**src/rtl/char_line_ctrl_pkg.sv**
```systemverilog
// Shared constants for the on-screen text line: glyph codes,
// default glyph geometry and the copy FSM state type.
package char_line_ctrl_pkg;

  localparam int MAX_CHARS_D    = 8;
  localparam int CHAR_W_D       = 26;
  localparam int CHAR_H_D       = 40;
  localparam int GAP_D          = 6;
  localparam int CODE_W_D       = 5;
  localparam int BLINK_FRAMES_D = 30;

  localparam logic [4:0] G_BLANK = 5'd0;
  localparam logic [4:0] G_0     = 5'd1;
  localparam logic [4:0] G_1     = 5'd2;
  localparam logic [4:0] G_2     = 5'd3;
  localparam logic [4:0] G_3     = 5'd4;
  localparam logic [4:0] G_4     = 5'd5;
  localparam logic [4:0] G_5     = 5'd6;
  localparam logic [4:0] G_6     = 5'd7;
  localparam logic [4:0] G_7     = 5'd8;
  localparam logic [4:0] G_8     = 5'd9;
  localparam logic [4:0] G_9     = 5'd10;
  localparam logic [4:0] G_A     = 5'd11;
  localparam logic [4:0] G_E     = 5'd12;
  localparam logic [4:0] G_G     = 5'd13;
  localparam logic [4:0] G_M     = 5'd14;
  localparam logic [4:0] G_O     = 5'd15;
  localparam logic [4:0] G_R     = 5'd16;
  localparam logic [4:0] G_V     = 5'd17;

  typedef enum logic [1:0] {
    S_IDLE,
    S_PEND,
    S_COPY
  } state_e;

endpackage

```
**src/rtl/char_slot_match.sv**
```systemverilog
// Cell-hit comparator for one fixed slot of the text line.
// Sums are 11 bits wide so cells past x=1023 simply never match.
module char_slot_match
  import char_line_ctrl_pkg::*;
#(
  parameter int IDX    = 0,
  parameter int PITCH  = CHAR_W_D + GAP_D,
  parameter int CHAR_W = CHAR_W_D,
  parameter int CHAR_H = CHAR_H_D
) (
  input  logic [9:0]  x_i,
  input  logic [9:0]  y_i,
  input  logic [9:0]  base_x_i,
  input  logic [9:0]  base_y_i,
  output logic        hit_o,
  output logic [10:0] start_x_o
);

  logic [10:0] sx, sy, xe, ye;

  assign sx = {1'b0, base_x_i} + 11'(IDX * PITCH);
  assign sy = {1'b0, base_y_i};
  assign xe = {1'b0, x_i};
  assign ye = {1'b0, y_i};

  assign hit_o = (xe >= sx) && (xe < sx + 11'(CHAR_W)) &&
                 (ye >= sy) && (ye < sy + 11'(CHAR_H));
  assign start_x_o = sx;

endmodule

```
**src/rtl/char_line_ctrl.sv**
```systemverilog
// Text-line sequencer: shadow/active glyph buffers, vblank copy FSM,
// blink timer and a one-cycle registered pixel lookup.
module char_line_ctrl
  import char_line_ctrl_pkg::*;
#(
  parameter int MAX_CHARS    = MAX_CHARS_D,
  parameter int CHAR_W       = CHAR_W_D,
  parameter int CHAR_H       = CHAR_H_D,
  parameter int GAP          = GAP_D,
  parameter int CODE_W       = CODE_W_D,
  parameter int BLINK_FRAMES = BLINK_FRAMES_D,
  localparam int AW          = $clog2(MAX_CHARS),
  localparam int LW          = AW + 1
) (
  input  logic              clk,
  input  logic              rst_n,
  input  logic              wr_en,
  input  logic [AW-1:0]     wr_addr,
  input  logic [CODE_W-1:0] wr_code,
  output logic              wr_ready,
  input  logic              commit,
  input  logic [9:0]        base_x,
  input  logic [9:0]        base_y,
  input  logic [LW-1:0]     len,
  input  logic              blink_en,
  input  logic              frame_start,
  input  logic [9:0]        x,
  input  logic [9:0]        y,
  output logic [9:0]        x_d,
  output logic [9:0]        y_d,
  output logic [CODE_W-1:0] glyph_code,
  output logic [31:0]       glyph_x,
  output logic [31:0]       glyph_y,
  output logic              glyph_valid
);

  localparam int PITCH = CHAR_W + GAP;
  localparam int BCW   = $clog2(BLINK_FRAMES + 1);

  state_e            state_q, state_d;
  logic [AW-1:0]     idx_q, idx_d;
  logic [CODE_W-1:0] shadow_q [MAX_CHARS];
  logic [CODE_W-1:0] active_q [MAX_CHARS];
  logic [LW-1:0]     len_q, len_clamp;
  logic [9:0]        bx_q, by_q;
  logic [BCW-1:0]    bcnt_q;
  logic              boff_q;

  logic [9:0]        xd_q, yd_q;
  logic [CODE_W-1:0] code_q;
  logic [10:0]       gx_q;
  logic [9:0]        gy_q;
  logic              valid_q;

  logic [MAX_CHARS-1:0] hit;
  logic [10:0]          sx [MAX_CHARS];
  logic                 found, vis;
  logic [CODE_W-1:0]    sel_code;
  logic [10:0]          sel_x;

  always_comb begin
    state_d = state_q;
    idx_d   = idx_q;
    unique case (state_q)
      S_IDLE: if (commit) state_d = S_PEND;
      S_PEND: begin
        if (frame_start) begin
          state_d = S_COPY;
          idx_d   = '0;
        end
      end
      S_COPY: begin
        idx_d = idx_q + 1'b1;
        if (idx_q == AW'(MAX_CHARS - 1)) state_d = S_IDLE;
      end
      default: state_d = S_IDLE;
    endcase
  end

  assign wr_ready  = (state_q == S_IDLE);
  assign len_clamp = (len > LW'(MAX_CHARS)) ? LW'(MAX_CHARS) : len;

  always_ff @(posedge clk) begin
    if (!rst_n) begin
      state_q <= S_IDLE;
      idx_q   <= '0;
      len_q   <= '0;
      bx_q    <= '0;
      by_q    <= '0;
      for (int i = 0; i < MAX_CHARS; i++) begin
        shadow_q[i] <= '0;
        active_q[i] <= '0;
      end
    end else begin
      state_q <= state_d;
      idx_q   <= idx_d;
      if (wr_en && wr_ready) shadow_q[wr_addr] <= wr_code;
      if (state_q == S_COPY) begin
        active_q[idx_q] <= shadow_q[idx_q];
        if (idx_q == '0) begin
          bx_q  <= base_x;
          by_q  <= base_y;
          len_q <= len_clamp;
        end
      end
    end
  end

  always_ff @(posedge clk) begin
    if (!rst_n || !blink_en) begin
      bcnt_q <= '0;
      boff_q <= 1'b0;
    end else if (frame_start) begin
      if (bcnt_q == BCW'(BLINK_FRAMES - 1)) begin
        bcnt_q <= '0;
        boff_q <= ~boff_q;
      end else begin
        bcnt_q <= bcnt_q + 1'b1;
      end
    end
  end

  for (genvar g = 0; g < MAX_CHARS; g++) begin : g_slot
    char_slot_match #(
      .IDX    (g),
      .PITCH  (PITCH),
      .CHAR_W (CHAR_W),
      .CHAR_H (CHAR_H)
    ) u_slot (
      .x_i       (x),
      .y_i       (y),
      .base_x_i  (bx_q),
      .base_y_i  (by_q),
      .hit_o     (hit[g]),
      .start_x_o (sx[g])
    );
  end

  // Cells never overlap (PITCH > CHAR_W), so at most one slot hits.
  always_comb begin
    found    = 1'b0;
    sel_code = '0;
    sel_x    = '0;
    for (int i = 0; i < MAX_CHARS; i++) begin
      if (hit[i] && (LW'(i) < len_q)) begin
        found    = 1'b1;
        sel_code = active_q[i];
        sel_x    = sx[i];
      end
    end
    vis = found && (sel_code != '0) && !boff_q;
  end

  always_ff @(posedge clk) begin
    if (!rst_n) begin
      xd_q    <= '0;
      yd_q    <= '0;
      code_q  <= '0;
      gx_q    <= '0;
      gy_q    <= '0;
      valid_q <= 1'b0;
    end else begin
      xd_q    <= x;
      yd_q    <= y;
      valid_q <= vis;
      code_q  <= vis ? sel_code : '0;
      if (vis) begin
        gx_q <= sel_x;
        gy_q <= by_q;
      end
    end
  end

  assign x_d         = xd_q;
  assign y_d         = yd_q;
  assign glyph_code  = code_q;
  assign glyph_x     = 32'(gx_q);
  assign glyph_y     = 32'(gy_q);
  assign glyph_valid = valid_q;

endmodule
```
**config.mk**
```make
export PLATFORM = sky130hd
export DESIGN_NAME = char_line_ctrl
export DESIGN_NICKNAME = d
export VERILOG_FILES = /design/src/rtl/char_line_ctrl_pkg.sv /design/src/rtl/char_slot_match.sv /design/src/rtl/char_line_ctrl.sv
export SDC_FILE = /design/constraint.sdc
export NUM_CORES = 1
export LEC_CHECK = 0
export CAP_MARGIN = 20
export CORE_UTILIZATION = 25
export CTS_BUF_LIST = sky130_fd_sc_hd__clkbuf_8
export DETAILED_ROUTE_END_ITERATION = 10
export PLACE_DENSITY = 0.5
export SYNTH_ARGS = -nofsm -noshare
export SYNTH_HDL_FRONTEND = slang
export SYNTH_SLANG_ARGS = --single-unit
```
**constraint.sdc**
```tcl
create_clock -name clk -period 3.9 [get_ports clk]
set_input_delay 0.78 -clock clk [delete_from_list [all_inputs] [get_ports clk]]
set_output_delay 0.78 -clock clk [all_outputs]
set_load 0.02 [all_outputs]
```
# After elaboration in Yosys (flattened, before gate mapping)
# Memories as Yosys holds them, arrays and structs flattened. A register that Yosys moved wholly into a read port is not among the register bits.
# Cells that the tools add are included.
# Widths: inputs -> output; s select.
[word_totals] regBits=82 mem_bits_rw=80 in_bits=58 output_inout_bits=91 word_cells=165 mem_count=2
[classes] addsub=18 n_lt_le_gt_ge=27 n_eq_ne=7 mux=47 bitwise_logic=1 n_reduce_logical=50
[memory_table] name="active_q" words=8 word_bits=5 rd=8 rd_ports_with_merged_regs=0 write_ports=8 line_no="char_line_ctrl.sv:43" source="logic [CODE_W-1:0] active_q [MAX_CHARS];"
[memory_table] name="shadow_q" words=8 word_bits=5 rd=1 rd_ports_with_merged_regs=1 write_ports=8 line_no="char_line_ctrl.sv:42" source="logic [CODE_W-1:0] shadow_q [MAX_CHARS];"
[op_table] op="$lt 10x11->1" n=9
[op_table] op="$add 11x5->11 const B" n=7
[op_table] op="$ge 10x11->1" n=7
[op_table] op="$mux 11" n=7
[op_table] op="$mux 5" n=11
[op_table] op="$add 10x8->11 const B" n=4
[op_table] op="$logic_and 1x1->1" n=35
[op_table] op="$add 10x6->11 const B" n=2
[op_table] op="$add 10x7->11 const B" n=2
[op_table] op="$ge 10x10->1" n=2
[op_table] op="$mux 1" n=17
[op_table] op="$lt 3x4->1 const A" n=4
[op_table] op="$mux 3" n=5
[op_table] op="$add 10x5->11 const B" n=1
[op_table] op="$mux 10" n=1
[op_table] op="$reduce_or 5->1" n=2
[op_table] op="$lt 1x4->1 const A" n=2
[op_table] op="$lt 2x4->1 const A" n=2
[op_table] op="$reduce_and 2->1" n=4
[op_table] op="$mux 2" n=3
[op_table] op="$pmux 2 s3" n=1
[op_table] op="$pmux 3 s2" n=1
[op_table] op="$add 5x1->5 const B" n=1
[op_table] op="$eq 5x5->1 const B" n=1
[op_table] op="16 further kinds" n=19

# Longest topological paths before layout
# Gate-level depths: netlist of run 1.
[depth] word_depth=18 depth_mapped=22

# Cells and area by module
# From an unflattened synthesis of run 1, not the netlist that was laid out.
[unflattened] hier_cells=2014 area_unflattened_um2=17418.0
[by_module_without_submodules] module="char_line_ctrl" n_inst=1 cells_per_inst=786 area_per_inst_um2=7892.6 seq_area_each_um2=4103.9
[by_module_without_submodules] module="char_slot_match (g_slot[3].u_slot)" n_inst=1 cells_per_inst=156 area_per_inst_um2=1241.2 seq_area_each_um2=0.0
[by_module_without_submodules] module="char_slot_match (g_slot[5].u_slot)" n_inst=1 cells_per_inst=155 area_per_inst_um2=1201.2 seq_area_each_um2=0.0
[by_module_without_submodules] module="char_slot_match (g_slot[7].u_slot)" n_inst=1 cells_per_inst=159 area_per_inst_um2=1198.6 seq_area_each_um2=0.0
[by_module_without_submodules] module="char_slot_match (g_slot[6].u_slot)" n_inst=1 cells_per_inst=158 area_per_inst_um2=1192.4 seq_area_each_um2=0.0
[by_module_without_submodules] module="char_slot_match (g_slot[1].u_slot)" n_inst=1 cells_per_inst=156 area_per_inst_um2=1189.9 seq_area_each_um2=0.0
[by_module_without_submodules] module="char_slot_match (g_slot[2].u_slot)" n_inst=1 cells_per_inst=147 area_per_inst_um2=1181.1 seq_area_each_um2=0.0
[by_module_without_submodules] module="char_slot_match (g_slot[4].u_slot)" n_inst=1 cells_per_inst=147 area_per_inst_um2=1178.6 seq_area_each_um2=0.0
[by_module_without_submodules] module="char_slot_match (g_slot[0].u_slot)" n_inst=1 cells_per_inst=150 area_per_inst_um2=1142.3 seq_area_each_um2=0.0

# Worst setup path after synthesis of run 1
# OpenSTA, ideal clock, no wires.
[synth_path] path_type="register -> register" from="register bx_q[5]" to="register gx_q[0]" setup_ns=0.072 arrival_ns=4.289 required_time_ns=3.828 slack_ns=-0.460 path_stages_with_launch=21 n_path_buf=4 path_cell_list="dfxtp_1 -> buf_2 -> inv_1 -> ha_1 -> nor3_1 -> nand2_1 -> xnor2_1 -> ha_1 -> a211oi_1 -> nand2_1 -> o221ai_1 -> and4_1 -> clkbuf_1 -> a21oi_1 -> or4_1 -> o211ai_1 -> nand4b_4 -> o21a_1 -> buf_6 -> buf_12 -> mux2i_1"
[synth_between] elab_chain_len=17
[synth_lines] item="from (decl)" line_no="char_line_ctrl.sv:45" source="logic [9:0] bx_q, by_q;"
[synth_lines] item="from (signal assigned)" line_no="char_line_ctrl.sv:101" source="bx_q <= base_x;"
[synth_lines] item="$add 10x6->11 / $add 10x5->11 (equally long branches)" line_no="char_slot_match.sv:21, char_slot_match.sv:26"
[synth_lines] item="$add 11x5->11 / $lt 10x11->1 (equally long branches)" line_no="char_slot_match.sv:26" source="assign hit_o = (xe >= sx) && (xe < sx + 11'(CHAR_W)) &&"
[synth_lines] item="$lt 10x11->1 / $logic_and 1x1->1 (equally long branches)" line_no="char_slot_match.sv:26"
[synth_lines] item="$logic_and 1x1->1" line_no="char_slot_match.sv:26"
[synth_lines] item="$logic_and 1x1->1, on equally long branches" line_no="char_slot_match.sv:26, char_slot_match.sv:27"
[synth_lines] item="$logic_and 1x1->1, on equally long branches" line_no="char_slot_match.sv:27, char_line_ctrl.sv:145"
[synth_lines] item="$logic_and 1x1->1 / $mux 5 (equally long branches)" line_no="char_line_ctrl.sv:145" source="if (hit[i] && (LW'(i) < len_q)) begin"
[synth_lines] item="$mux 5 (7 in series)" line_no="char_line_ctrl.sv:145"
[synth_lines] item="$reduce_bool 5->1" line_no="char_line_ctrl.sv:151" source="vis = found && (sel_code != '0) && !boff_q;"
[synth_lines] item="$logic_and 1x1->1 (2 in series)" line_no="char_line_ctrl.sv:151"
[synth_lines] item="to (signal assigned)" line_no="char_line_ctrl.sv:168" source="gx_q <= sel_x;"
[synth_lines] item="to (decl)" line_no="char_line_ctrl.sv:51" source="logic [10:0] gx_q;"
# Several ways; a longest one is shown, not always the timed one.
# A chain may end at the register's enable or synchronous reset.

# Final worst setup path of run 1
[layout_path] from="register bx_q[6]" to="register gy_q[8]"
[layout_between] elab_chain_len=17
[layout_lines] item="$add 10x6->11 / $add 10x5->11 (equally long branches)" line_no="char_slot_match.sv:21, char_slot_match.sv:26"
[layout_lines] item="$add 11x5->11 / $lt 10x11->1 (equally long branches)" line_no="char_slot_match.sv:26"
[layout_lines] item="$lt 10x11->1 / $logic_and 1x1->1 (equally long branches)" line_no="char_slot_match.sv:26"
[layout_lines] item="$logic_and 1x1->1" line_no="char_slot_match.sv:26"
[layout_lines] item="$logic_and 1x1->1, on equally long branches" line_no="char_slot_match.sv:26, char_slot_match.sv:27"
[layout_lines] item="$logic_and 1x1->1, on equally long branches" line_no="char_slot_match.sv:27, char_line_ctrl.sv:145"
[layout_lines] item="$logic_and 1x1->1 / $mux 5 (equally long branches)" line_no="char_line_ctrl.sv:145"
[layout_lines] item="$mux 5 (7 in series)" line_no="char_line_ctrl.sv:145"
[layout_lines] item="$reduce_bool 5->1" line_no="char_line_ctrl.sv:151"
[layout_lines] item="$logic_and 1x1->1 (*) (2 in series)" line_no="char_line_ctrl.sv:151"
[layout_lines] item="to (signal assigned)" line_no="char_line_ctrl.sv:169" source="gy_q <= by_q;"
[layout_lines] item="to (decl)" line_no="char_line_ctrl.sv:52" source="logic [9:0] gy_q;"
# Mark *: on every way between the ends. The rest lies on a longest branch, timed or not.

==> impl_metrics.py, run 1 <==
metrics = {
    "floorplan": {
        "num_io_pins": 149,
        "die_area_um2": 44400,
        "die_y_um": 211,
        "start_util_pct": 25.3,
        "fp.dieW_um": 211,
        "rows": 76,
        "core_um2": 43000,
    },
    "sta": {
        "finalCritPeriodShare_pct": 108,
        "fmax_ghz": 0.236,
        "setup_viol": 22,
        "rsz0062_at_grt": "true",
        "slew_headroom_pct": 40.4,
        "worst_slack_ps": -329,
        "tightestPinTransition_ps": 870,
        "tns_ps": -5920,
        "hold_viol": 0,
        "finalClockSkew_ps": 17.3,
        "slew_viol_final": 0,
        "finalCriticalPeriod_ps": 4230,
    },
    "cells_and_area": {
        "drive_gt1_share_pct": 26.1,
        "nets": 1637,
        "diodes": 0,
        "area_delta_synth_final_pct": 38.1,
        "fillers": 4448,
    },
    "synthesis": {
        "synth_area_um2": 10900,
        "ys_seq_area_share_pct": 37.7,
        "syn_area_per_cell_um2": 9.44,
        "yosysUniqueCellTypes": 85,
        "synth_top_area_share_pct": 22.1,
        "ys_async_sr_fraction_pct": 0,
        "synthFlopType": "dfxtp_1",
        "yosysWarnings": 0,
        "synth_top_cell_by_area": "edfxtp_1",
        "synth_edf_count": 80,
        "ys_top_cells_by_area": "edfxtp_1, dfxtp_1, ha_1",
        "synth_cells": 1153,
        "ys_ff_latch": 165,
    },
    "pwr": {
        "p_total_mw": 4.10,
        "ir_drop_mv": 0.212,
        "pwr-share-clk_pct": 30.5,
        "power_density_nw_per_um2": 273,
        "p_seq_share_pct": 46.5,
        "pwr-share-comb_pct": 23.0,
        "swShare_pct": 31.0,
        "p_leak_nw": 5.90,
        "p_int_mw": 2.83,
        "p_sw_mw": 1.27,
    },
    "critical_path": {
        "critical_path.endpoint_type": "flop",
        "r2r-end": "gy_q[8]",
        "critPathKind": "reg -> reg",
        "reg2reg_depth": 17,
        "worstSetupStartpointType": "flop",
        "cp.arrival_ps": 4640,
        "reg2reg_from": "bx_q[6]",
        "cp_max_fo": 8,
        "reg2reg_slack_ps": -330,
        "cp.required_ps": 4310,
        "crit_start": "bx_q[6]",
    },
    "run": {
        "drv_cap": 0,
    },
    "cts": {
        "htreeDepth": 4,
        "clk_pin_slew_worst_paths_ps": 100,
        "clk_latency_ps": 490,
        "clockBufferDepth": 2,
        "cts-root-buf": "clkbuf_8",
        "hold_buffers": 0,
        "numClockSinks": 165,
        "cts_buffers": 17,
        "cts_tree": "done",
    },
    "global_route": {
        "grt_use_total_pct": 16.0,
        "gr-total-overflow": 0,
        "grt_pass1_wl_um": 54100,
        "grt_max_degree": 88,
        "grt_pass1_vias": 9454,
        "antenna_found_initial": 0,
    },
    "detailed_routing": {
        "drtAntennaViolNets": 0,
        "drt-initial-drc-count": 681,
        "num_vias": 9509,
        "vias_per_cell": 4.60,
        "first_pass_iters": 7,
        "routed_wl_um": 35000,
        "drc": 0,
        "wl_per_cell_um": 16.9,
    },
    "worst_hold_path": {
        "hp-start": "gy_q[6]",
        "min_to": "gy_q[6]",
        "holdCritPathClass": "reg -> reg",
        "whs_path_depth": 2,
    },
    "place": {
        "io_buffer_count": 105,
        "dpl_worst_slack_ps": -912,
        "dpl.hpwl_um": 28000,
        "place_congestion": 0.948,
    },
    "outcome": {
        "status": "complete, but fails checks",
        "violations": "setup timing",
    },
}
==> power by group through the flow <==
stage	registers, mW	clock network (mW)	logic, mW
6_report	1.91	1.25	0.942
5_1_grt	1.92	1.37	1.03
4_1_cts	1.91	1.31	0.918
3_5_place_dp	1.95	0	0.876
3_3_place_gp	1.95	0	0.869
2_1_floorplan	1.94	0	0.493
==> sequential cells by signal, indices dropped and copies added (netlist names), 5 cells and up, named ones only <==
| register | flops |
|---|---|
| bcnt_q | 5 |
| x_d | 10 |
| shadow_q | 40 |
| glyph_code | 5 |
| by_q | 10 |
| gx_q | 11 |
| active_q | 40 |
| gy_q | 10 |
| y_d | 10 |
| bx_q | 10 |
==> repair_timing <==
action | 4_1_cts | 5_1_grt
setup endpoints to repair | 27 | 27
gates cloned | 1 | 0
endpoints found under the hold margin | 0 | 0
setup buffers | 17 | 6
gates resized for setup | 53 | 27
pin swaps | 25 | 17
==> worst max path at each step <==
| stage | end | cells past startpoint |
|---|---|---|
| detailed placement | gx_q[5] | 16 |
| global route | gy_q[7] | 16 |
| global placement | gx_q[3] | 16 |
| floorplan | gx_q[0] | 19 |
| CTS | gy_q[8] | 18 |
| finish | gy_q[8] | 17 |
==> layout by cell type (no fill, tap or decap), types with 8 or more instances in the layout <==
master	netlist	final
nor2b_1	11	10
a21o_1	16	16
dfxtp_1	85	76
mux4_2	10	10
mux2i_1	28	28
a21oi_1	53	44
inv_1	47	43
ha_1	108	94
nor3_1	25	17
nor2_1	96	93
clkbuf_8	0	17
edfxtp_1	80	80
clkdlybuf4s50_1	0	104
buf_4	44	226
a21boi_0	21	21
or4_1	13	11
conb_1	1	43
nand2_1	129	125
nand3_1	22	19
ha_2	0	9
and2_1	64	63
nor3_2	1	8
xnor2_1	35	29
xor2_1	12	12
and3_1	13	11
o21ai_0	44	37
==> final cells by class <==
cell class                 count  area, µm²  share of cell area (%)
sequential                   165       4120                    27.4
clock buffer                  17        234                    1.56
multi-input combinational    900       6740                    44.8
tap                          585        732                    4.87
clock inverter                15        149                   0.991
timing repair buffer         338       2860                    19.0
inverter                      49        191                    1.27
==> through the flow <==
stage	instance area, µm²	utilization [%]	instances	hold slack (ps)
CTS	14900	34.7	2069	461
global route	15000	35.0	2069	484
global placement	14100	32.9	2019	443
floorplan	11300	-	1195	451
finish	15000	35.0	2069	459
detailed placement	14100	32.9	2019	447
==> synth_stat cells (all sizes together) (5+ instances only) <==
cell     instances
mux4            10
clkbuf          28
nand2b           7
mux2i           28
nand2          129
and3            13
xnor2           36
dfxtp           85
or2              8
nand4            5
nor4             5
nor2b           11
a21oi           53
inv             48
ha             108
edfxtp          80
and2            64
a211o            7
a31oi            5
a211oi           9
a21o            16
nor2            96
buf             53
nor3            26
a21boi          22
nor3b            9
a221oi           7
o211ai           7
o21ai           46
o2111ai          5
o221ai           8
xor2            13
nand3           22
o21a             5
o31ai            5
or4             13
==> kinds of logic (layout without fill, tap and decap cells) <==
family | count (synthesis) | count (layout) | synth area share, %
adders and majority gates | 108 | 108 | 12.4
muxes | 38 | 38 | 4.65
DFF | 165 | 165 | 37.7
xor gates and xnor gates | 49 | 49 | 4.08
AOI/OAI and AO/OA | 232 | 232 | 14.7
buffers and inverters | 130 | 419 | 6.36
other | 1 | 43 | 0.0345
and+or+nand+nor | 430 | 430 | 20.0
==> worst max-delay path, cell delays in order, from the launching register on <==
cell and delay (ps):
dfxtp_4 380, clkinvlp_4 140, buf_6 170, ha_2 200
a21oi_4 210, xnor2_4 170, ha_1 280, a21o_1 180
a221o_1 360, a31o_2 260, nand4_1 200, o21ai_0 160
or4_1 480, o211a_2 280, nand4b_4 90, o21a_4 210
buf_12 160, mux2i_1 190
==> routing by layer <==
metal	vias to the layer above	part of all wire, %	GRT usage [%]
met2	217	50	27.8
met4	0	1.6	3.92
met1	4542	45	20.4
met5	-	0	0
li1	4717	-	-
met3	33	3.9	2.74
Power figures use the tool's default switching activity.
==> run 2: changes to the inputs <==
--- a/config.mk
+++ b/config.mk
@@ -6,10 +6,10 @@
 export NUM_CORES = 1
 export LEC_CHECK = 0
 export CAP_MARGIN = 20
-export CORE_UTILIZATION = 25
+export CORE_UTILIZATION = 52
 export CTS_BUF_LIST = sky130_fd_sc_hd__clkbuf_8
 export DETAILED_ROUTE_END_ITERATION = 10
-export PLACE_DENSITY = 0.5
+export PLACE_DENSITY = 0.85
 export SYNTH_ARGS = -nofsm -noshare
 export SYNTH_HDL_FRONTEND = slang
 export SYNTH_SLANG_ARGS = --single-unit
==> run 2 against run 1 <==
  * The flow still finishes with violations (setup timing)
  * Wire length is 2.8% lower
  * First-iteration DRC count is 15% higher
  * Total power increased by 1.3%
  * Critical endpoint is now gx_q[3]
  * Non-clock buffer count is 17 lower
  * Clock skew down 1.0 ps
  * Core utilization rose by 38 points
  * Via count rose by 6.7%
  * Cell area fell by 1.0%
  * Clock power is essentially flat
==> impl_metrics.py, run 2 (same netlist as run 1, synthesis figures left out) <==
metrics = {
    "pwr": {
        "ir_drop_mv": 0.392,
        "power_density_nw_per_um2": 279,
        "p_total_mw": 4.15,
        "p_leak_nw": 5.96,
    },
    "critical_path": {
        "cp.required_ps": 4290,
        "reg2reg_depth": 17,
        "critical_path.endpoint_type": "flop",
        "worstSetupStartpointType": "flop",
        "r2r-end": "gx_q[3]",
        "critPathKind": "reg -> reg",
        "crit_path_cell_trace": "a21o_1 -> nand3_2 -> xnor2_2 -> ha_4 -> a2111oi_4 -> o21ai_1 -> o211a_1 -> or3_4 -> a211o_1 -> buf_6 -> o211ai_1 -> a221oi_2 -> a221o_2 -> nand4b_4 -> o21a_4 -> buf_12 -> mux2i_1",
        "reg2reg_slack_ps": -450,
        "cpMaxStageDelayCell": "or3_4",
        "cp_max_fo": 8,
        "cp_slowest_stage_delay_ps": 440,
        "reg2reg_from": "by_q[3]",
        "cp.arrival_ps": 4740,
    },
    "cts": {
        "cts_tree": "done",
        "clk_latency_ps": 470,
        "cts_buffers": 17,
        "cts-root-buf": "clkbuf_8",
        "htreeDepth": 4,
        "numClockSinks": 165,
        "clk_pin_slew_worst_paths_ps": 110,
        "clockBufferDepth": 2,
    },
    "floorplan": {
        "die_area_um2": 21500,
        "rows": 52,
        "core_um2": 20400,
        "start_util_pct": 53.4,
        "die_y_um": 147,
        "fp.dieW_um": 147,
        "num_io_pins": 149,
    },
    "sta": {
        "fmax_ghz": 0.230,
        "setup_viol": 27,
        "finalCriticalPeriod_ps": 4350,
        "slew_headroom_pct": 41.6,
        "slew_viol_final": 0,
        "worst_slack_ps": -447,
        "finalCritPeriodShare_pct": 111,
        "hold_viol": 0,
        "tightestPinTransition_ps": 874,
        "rsz0062_at_grt": "true",
        "finalClockSkew_ps": 16.3,
    },
    "cells_and_area": {
        "seqCellArea_um2": 4130,
        "area_delta_synth_final_pct": 36.7,
        "fillers": 1364,
        "stdcell_area_um2": 14900,
        "drive_gt1_share_pct": 27.8,
        "finalNonFillerCells": 1737,
        "nets": 1620,
        "reg.largest.list": "active_q: 40 flops, shadow_q: 40 flops, gx_q: 11 flops",
        "layout_common_cells": "buf_4, nand2_1, clkdlybuf4s50_1",
        "final_common_cell": "buf_4",
        "diodes": 0,
        "multi_input_area_um2": 7020,
    },
    "detailed_routing": {
        "first_pass_iters": 5,
        "drt-initial-drc-count": 781,
        "wl_per_cell_um": 19.6,
        "drc": 0,
        "num_vias": 10143,
        "vias_per_cell": 5.84,
        "drtAntennaViolNets": 0,
        "routed_wl_um": 34000,
    },
    "global_route": {
        "grt_pass1_vias": 10044,
        "grt_pass1_wl_um": 51900,
        "antenna_found_initial": 0,
        "gr-total-overflow": 0,
        "grt_max_degree": 78,
        "grt_use_total_pct": 30.9,
    },
    "place": {
        "io_buffer_count": 105,
        "postPlaceCellArea_um2": 13600,
        "post-place-cells": 1680,
        "dpl_worst_slack_ps": -974,
        "dpl.hpwl_um": 24900,
        "place_congestion": 0.969,
    },
    "worst_hold_path": {
        "holdCritPathClass": "reg -> reg",
        "min_to": "gy_q[6]",
        "whs_path_depth": 2,
        "hp-start": "gy_q[6]",
    },
    "run": {
        "drv_cap": 0,
    },
    "outcome": {
        "violations": "setup timing",
        "status": "complete, but fails checks",
    },
}
-- run 2: cell count changes in the layout (fill, tap and decap cells not counted), sizes merged, moves of 2 or more --
cell           delta
buf              -17
clkdlybuf4s50     -3
inv               +4
dlymetal6s2s      +2
clkinvlp          -4
-- run 2: what timing repair did --
item	in CTS	in global routing
resized for setup	92	55
endpoints found under the setup margin	25	27
setup buffers	18	8
hold buffers	0	0
pin swaps	48	22
endpoints found under the hold margin	0	0
cloned	1	0
-- run 2: area by class of cell --
type,instances,share of cell area (%)
Tap cell,270,2.27
Sequential cell,165,27.7
Clock buffer,17,1.57
Clock inverter,15,1.20
Timing Repair Buffer,321,18.7
Inverter,49,1.30
Multi-Input combinational cell,900,47.2
-- run 2: worst max-delay path, delay by kind of cell, from the launching register on --
| family | cells | cell delay [ps] |
|---|---|---|
| XOR/XNOR | 1 | 200 |
| multiplexers | 1 | 190 |
| flip-flops | 1 | 380 |
| adder cells (fa/ha/maj) | 1 | 250 |
| buffers and inverters | 2 | 300 |
| AND/OR/NAND/NOR | 3 | 680 |
| AO/OA/AOI/OAI | 9 | 2280 |
-- run 2: worst max path at each step --
stage | startpoint | to | slack (ps) | cells after the start
3_3_place_gp | y[8] | gx_q[6] | -920 | 14
6_report | by_q[3] | gx_q[3] | -450 | 17
3_5_place_dp | y[7] | gy_q[8] | -970 | 14
4_1_cts | bx_q[2] | gy_q[8] | -220 | 18
5_1_grt | by_q[3] | gy_q[0] | -550 | 17
2_1_floorplan | by_q[3] | gx_q[0] | -120 | 19
-- run 2: per-layer routing --
metal	vias to the layer above	global-route usage [%]	share of wire (%)
met5	-	0	0
met4	0	17.3	5.7
met3	151	5.53	6.9
met2	481	53.4	50
met1	4830	35.9	38
li1	4681	-	-
-- run 2: power breakdown --
part / internal, mW / total, mW / switching, mW
Clock: 0.494 / 1.26 / 0.765
Combinational: 0.445 / 0.987 / 0.542
Sequential: 1.87 / 1.91 / 0.0374
Total: 2.81 / 4.15 / 1.34
-- run 2: stage by stage --
stage	util (%)	hold WS, ps	TNS, ps
finish	73.0	467	-9170
global route	73.0	481	-11810
CTS	71.6	466	-4160
detailed placement	66.7	452	-22800
global placement	66.7	443	-21420
floorplan	-	451	-1190
==> run 3: changes to the inputs <==
--- a/config.mk
+++ b/config.mk
@@ -6,10 +6,10 @@
 export NUM_CORES = 1
 export LEC_CHECK = 0
 export CAP_MARGIN = 20
-export CORE_UTILIZATION = 52
+export CORE_UTILIZATION = 35
 export CTS_BUF_LIST = sky130_fd_sc_hd__clkbuf_8
 export DETAILED_ROUTE_END_ITERATION = 10
-export PLACE_DENSITY = 0.85
+export PLACE_DENSITY = 0.63
 export SYNTH_ARGS = -nofsm -noshare
 export SYNTH_HDL_FRONTEND = slang
 export SYNTH_SLANG_ARGS = --single-unit
==> run 3 against run 2 <==
  * The run still ends with setup timing left
  * First-iteration DRC count fell by 5.0%
  * Clock-buffer cell count rose by 5
  * Sequential share of layout area fell by 0.75 points
  * Core utilization fell by 23 points
  * Non-clock buffer count rose by 20
  * Sequential cell count did not move
==> impl_metrics.py, run 3 (same netlist as run 1, synthesis figures left out) <==
metrics = {
    "cells_and_area": {
        "nets": 1640,
        "drive_gt1_share_pct": 29.2,
        "finalNonFillerCells": 1883,
        "final_common_cell": "buf_4",
        "diodes": 0,
        "area_delta_synth_final_pct": 40.4,
        "reg.largest.list": "active_q: 40 flops, shadow_q: 40 flops, gx_q: 11 flops",
        "stdcell_area_um2": 15300,
        "fillers": 2822,
        "layout_common_cells": "buf_4, nand2_1, clkdlybuf4s50_1",
    },
    "detailed_routing": {
        "num_vias": 9640,
        "vias_per_cell": 5.12,
        "wl_per_cell_um": 17.6,
        "drc": 0,
        "drtAntennaViolNets": 0,
        "drt-initial-drc-count": 742,
        "routed_wl_um": 33100,
        "first_pass_iters": 5,
    },
    "pwr": {
        "pwr-share-clk_pct": 31.0,
        "power_density_nw_per_um2": 277,
        "p_total_mw": 4.23,
        "p_seq_share_pct": 45.1,
        "swShare_pct": 30.1,
        "p_sw_mw": 1.27,
        "pwr-share-comb_pct": 23.9,
        "p_leak_nw": 6.10,
        "p_int_mw": 2.95,
        "ir_drop_mv": 0.252,
    },
    "run": {
        "drv_cap": 0,
    },
    "floorplan": {
        "start_util_pct": 35.6,
        "fp.dieW_um": 178,
        "core_um2": 30600,
        "die_y_um": 178,
        "die_area_um2": 31800,
        "rows": 64,
        "num_io_pins": 149,
    },
    "sta": {
        "hold_viol": 0,
        "finalCritPeriodShare_pct": 107,
        "finalClockSkew_ps": 11.0,
        "tightestPinTransition_ps": 876,
        "finalCriticalPeriod_ps": 4170,
        "slew_viol_final": 0,
        "slew_headroom_pct": 39.9,
        "fmax_ghz": 0.240,
        "worst_slack_ps": -267,
        "setup_viol": 22,
        "tns_ps": -5160,
        "rsz0062_at_grt": "true",
    },
    "cts": {
        "cts-root-buf": "clkbuf_8",
        "cts_buffers": 17,
        "cts_tree": "done",
        "htreeDepth": 4,
        "hold_buffers": 0,
        "clk_pin_slew_worst_paths_ps": 90,
        "numClockSinks": 165,
        "clockBufferDepth": 2,
        "clk_latency_ps": 480,
    },
    "worst_hold_path": {
        "holdCritPathClass": "reg -> reg",
    },
    "global_route": {
        "grt_pass1_vias": 9511,
        "grt_pass1_wl_um": 50800,
        "grt_max_degree": 88,
        "grt_use_total_pct": 21.0,
        "gr-total-overflow": 0,
        "antenna_found_initial": 0,
    },
    "critical_path": {
        "critical_path.endpoint_type": "flop",
        "cp.required_ps": 4310,
        "worstSetupStartpointType": "input port",
        "cp_max_fo": 8,
        "critPathKind": "in -> reg",
        "cp.arrival_ps": 4570,
    },
    "outcome": {
        "status": "complete, but fails checks",
        "violations": "setup timing",
    },
    "place": {
        "dpl.hpwl_um": 25400,
        "dpl_worst_slack_ps": -849,
        "post-place-cells": 1817,
        "io_buffer_count": 105,
        "postPlaceCellArea_um2": 13900,
        "place_congestion": 0.968,
    },
}
run 3: cell types whose count changed in the layout (fill, tap and decap cells not counted), sizes merged:
cell,delta
clkdlybuf4s50,+3
clkinvlp,+3
dlygate4sd2,-1
dlymetal6s2s,-2
bufinv,+1
inv,-4
clkinv,-5
clkbuf,+5
buf,+20
run 3: through the flow:
| step | utilization (%) | hold slack (ps) |
|---|---|---|
| detailed placement | 45.3 | 453 |
| CTS | 48.6 | 467 |
| global placement | 45.3 | 446 |
| floorplan | - | 451 |
| finish | 50.0 | 468 |
| global route | 50.0 | 484 |
run 3: power groups by stage:
stage               clock network, mW  registers, mW  logic [mW]
global placement                    0           1.95       0.856
floorplan                           0           1.94       0.493
global route                     1.39           1.92        1.09
finish                           1.31           1.91        1.01
CTS                              1.33           1.91       0.939
detailed placement                  0           1.95       0.871
run 3: what timing repair did:
| item | CTS | global route |
|---|---|---|
| resized for setup | 94 | 58 |
| cloned | 1 | 0 |
| pin swaps | 43 | 6 |
| setup buffers | 20 | 14 |
| setup endpoints to repair | 27 | 27 |
run 3: path summary, 6_finish.rpt:
path                 from  endpoint  slack [ps]  cells after the start
setup / recovery     y[8]   gy_q[4]        -270                     15
hold / removal    gx_q[2]   gx_q[2]         470                      2
setup reg to reg  by_q[4]   gy_q[4]        -250                     17
hold reg to reg   gx_q[2]   gx_q[2]         470                      2
run 3: final cells by class:
class                           count  area [µm²]  area share [%]
Multi-Input combinational cell    900        7070            46.3
Sequential cell                   165        4120            27.0
Timing Repair Buffer              341        2990            19.5
Tap cell                          396         495            3.24
Clock buffer                       22         303            1.98
Inverter                           49         196            1.29
Clock inverter                     10         108           0.704
run 3: routing by layer:
metal / GRT usage, % / routed length, µm / vias to the layer above
met5: 0 / 0 / -
met1: 25.7 / 14200 / 4575
li1: - / - / 4712
met3: 3.79 / 1490 / 72
met2: 35.9 / 16200 / 281
met4: 9.07 / 1180 / 0
run 3: worst max-delay path: stages:
cell,delay [ps]
clkdlybuf4s50_1,530
ha_4,230
a2111oi_4,300
o21ai_1,120
o211a_1,290
buf_4,160
nor4_4,410
and4_4,330
a21oi_2,60
or4_1,470
o211ai_1,140
nand4b_4,180
o21a_4,200
buf_12,160
mux2i_1,190
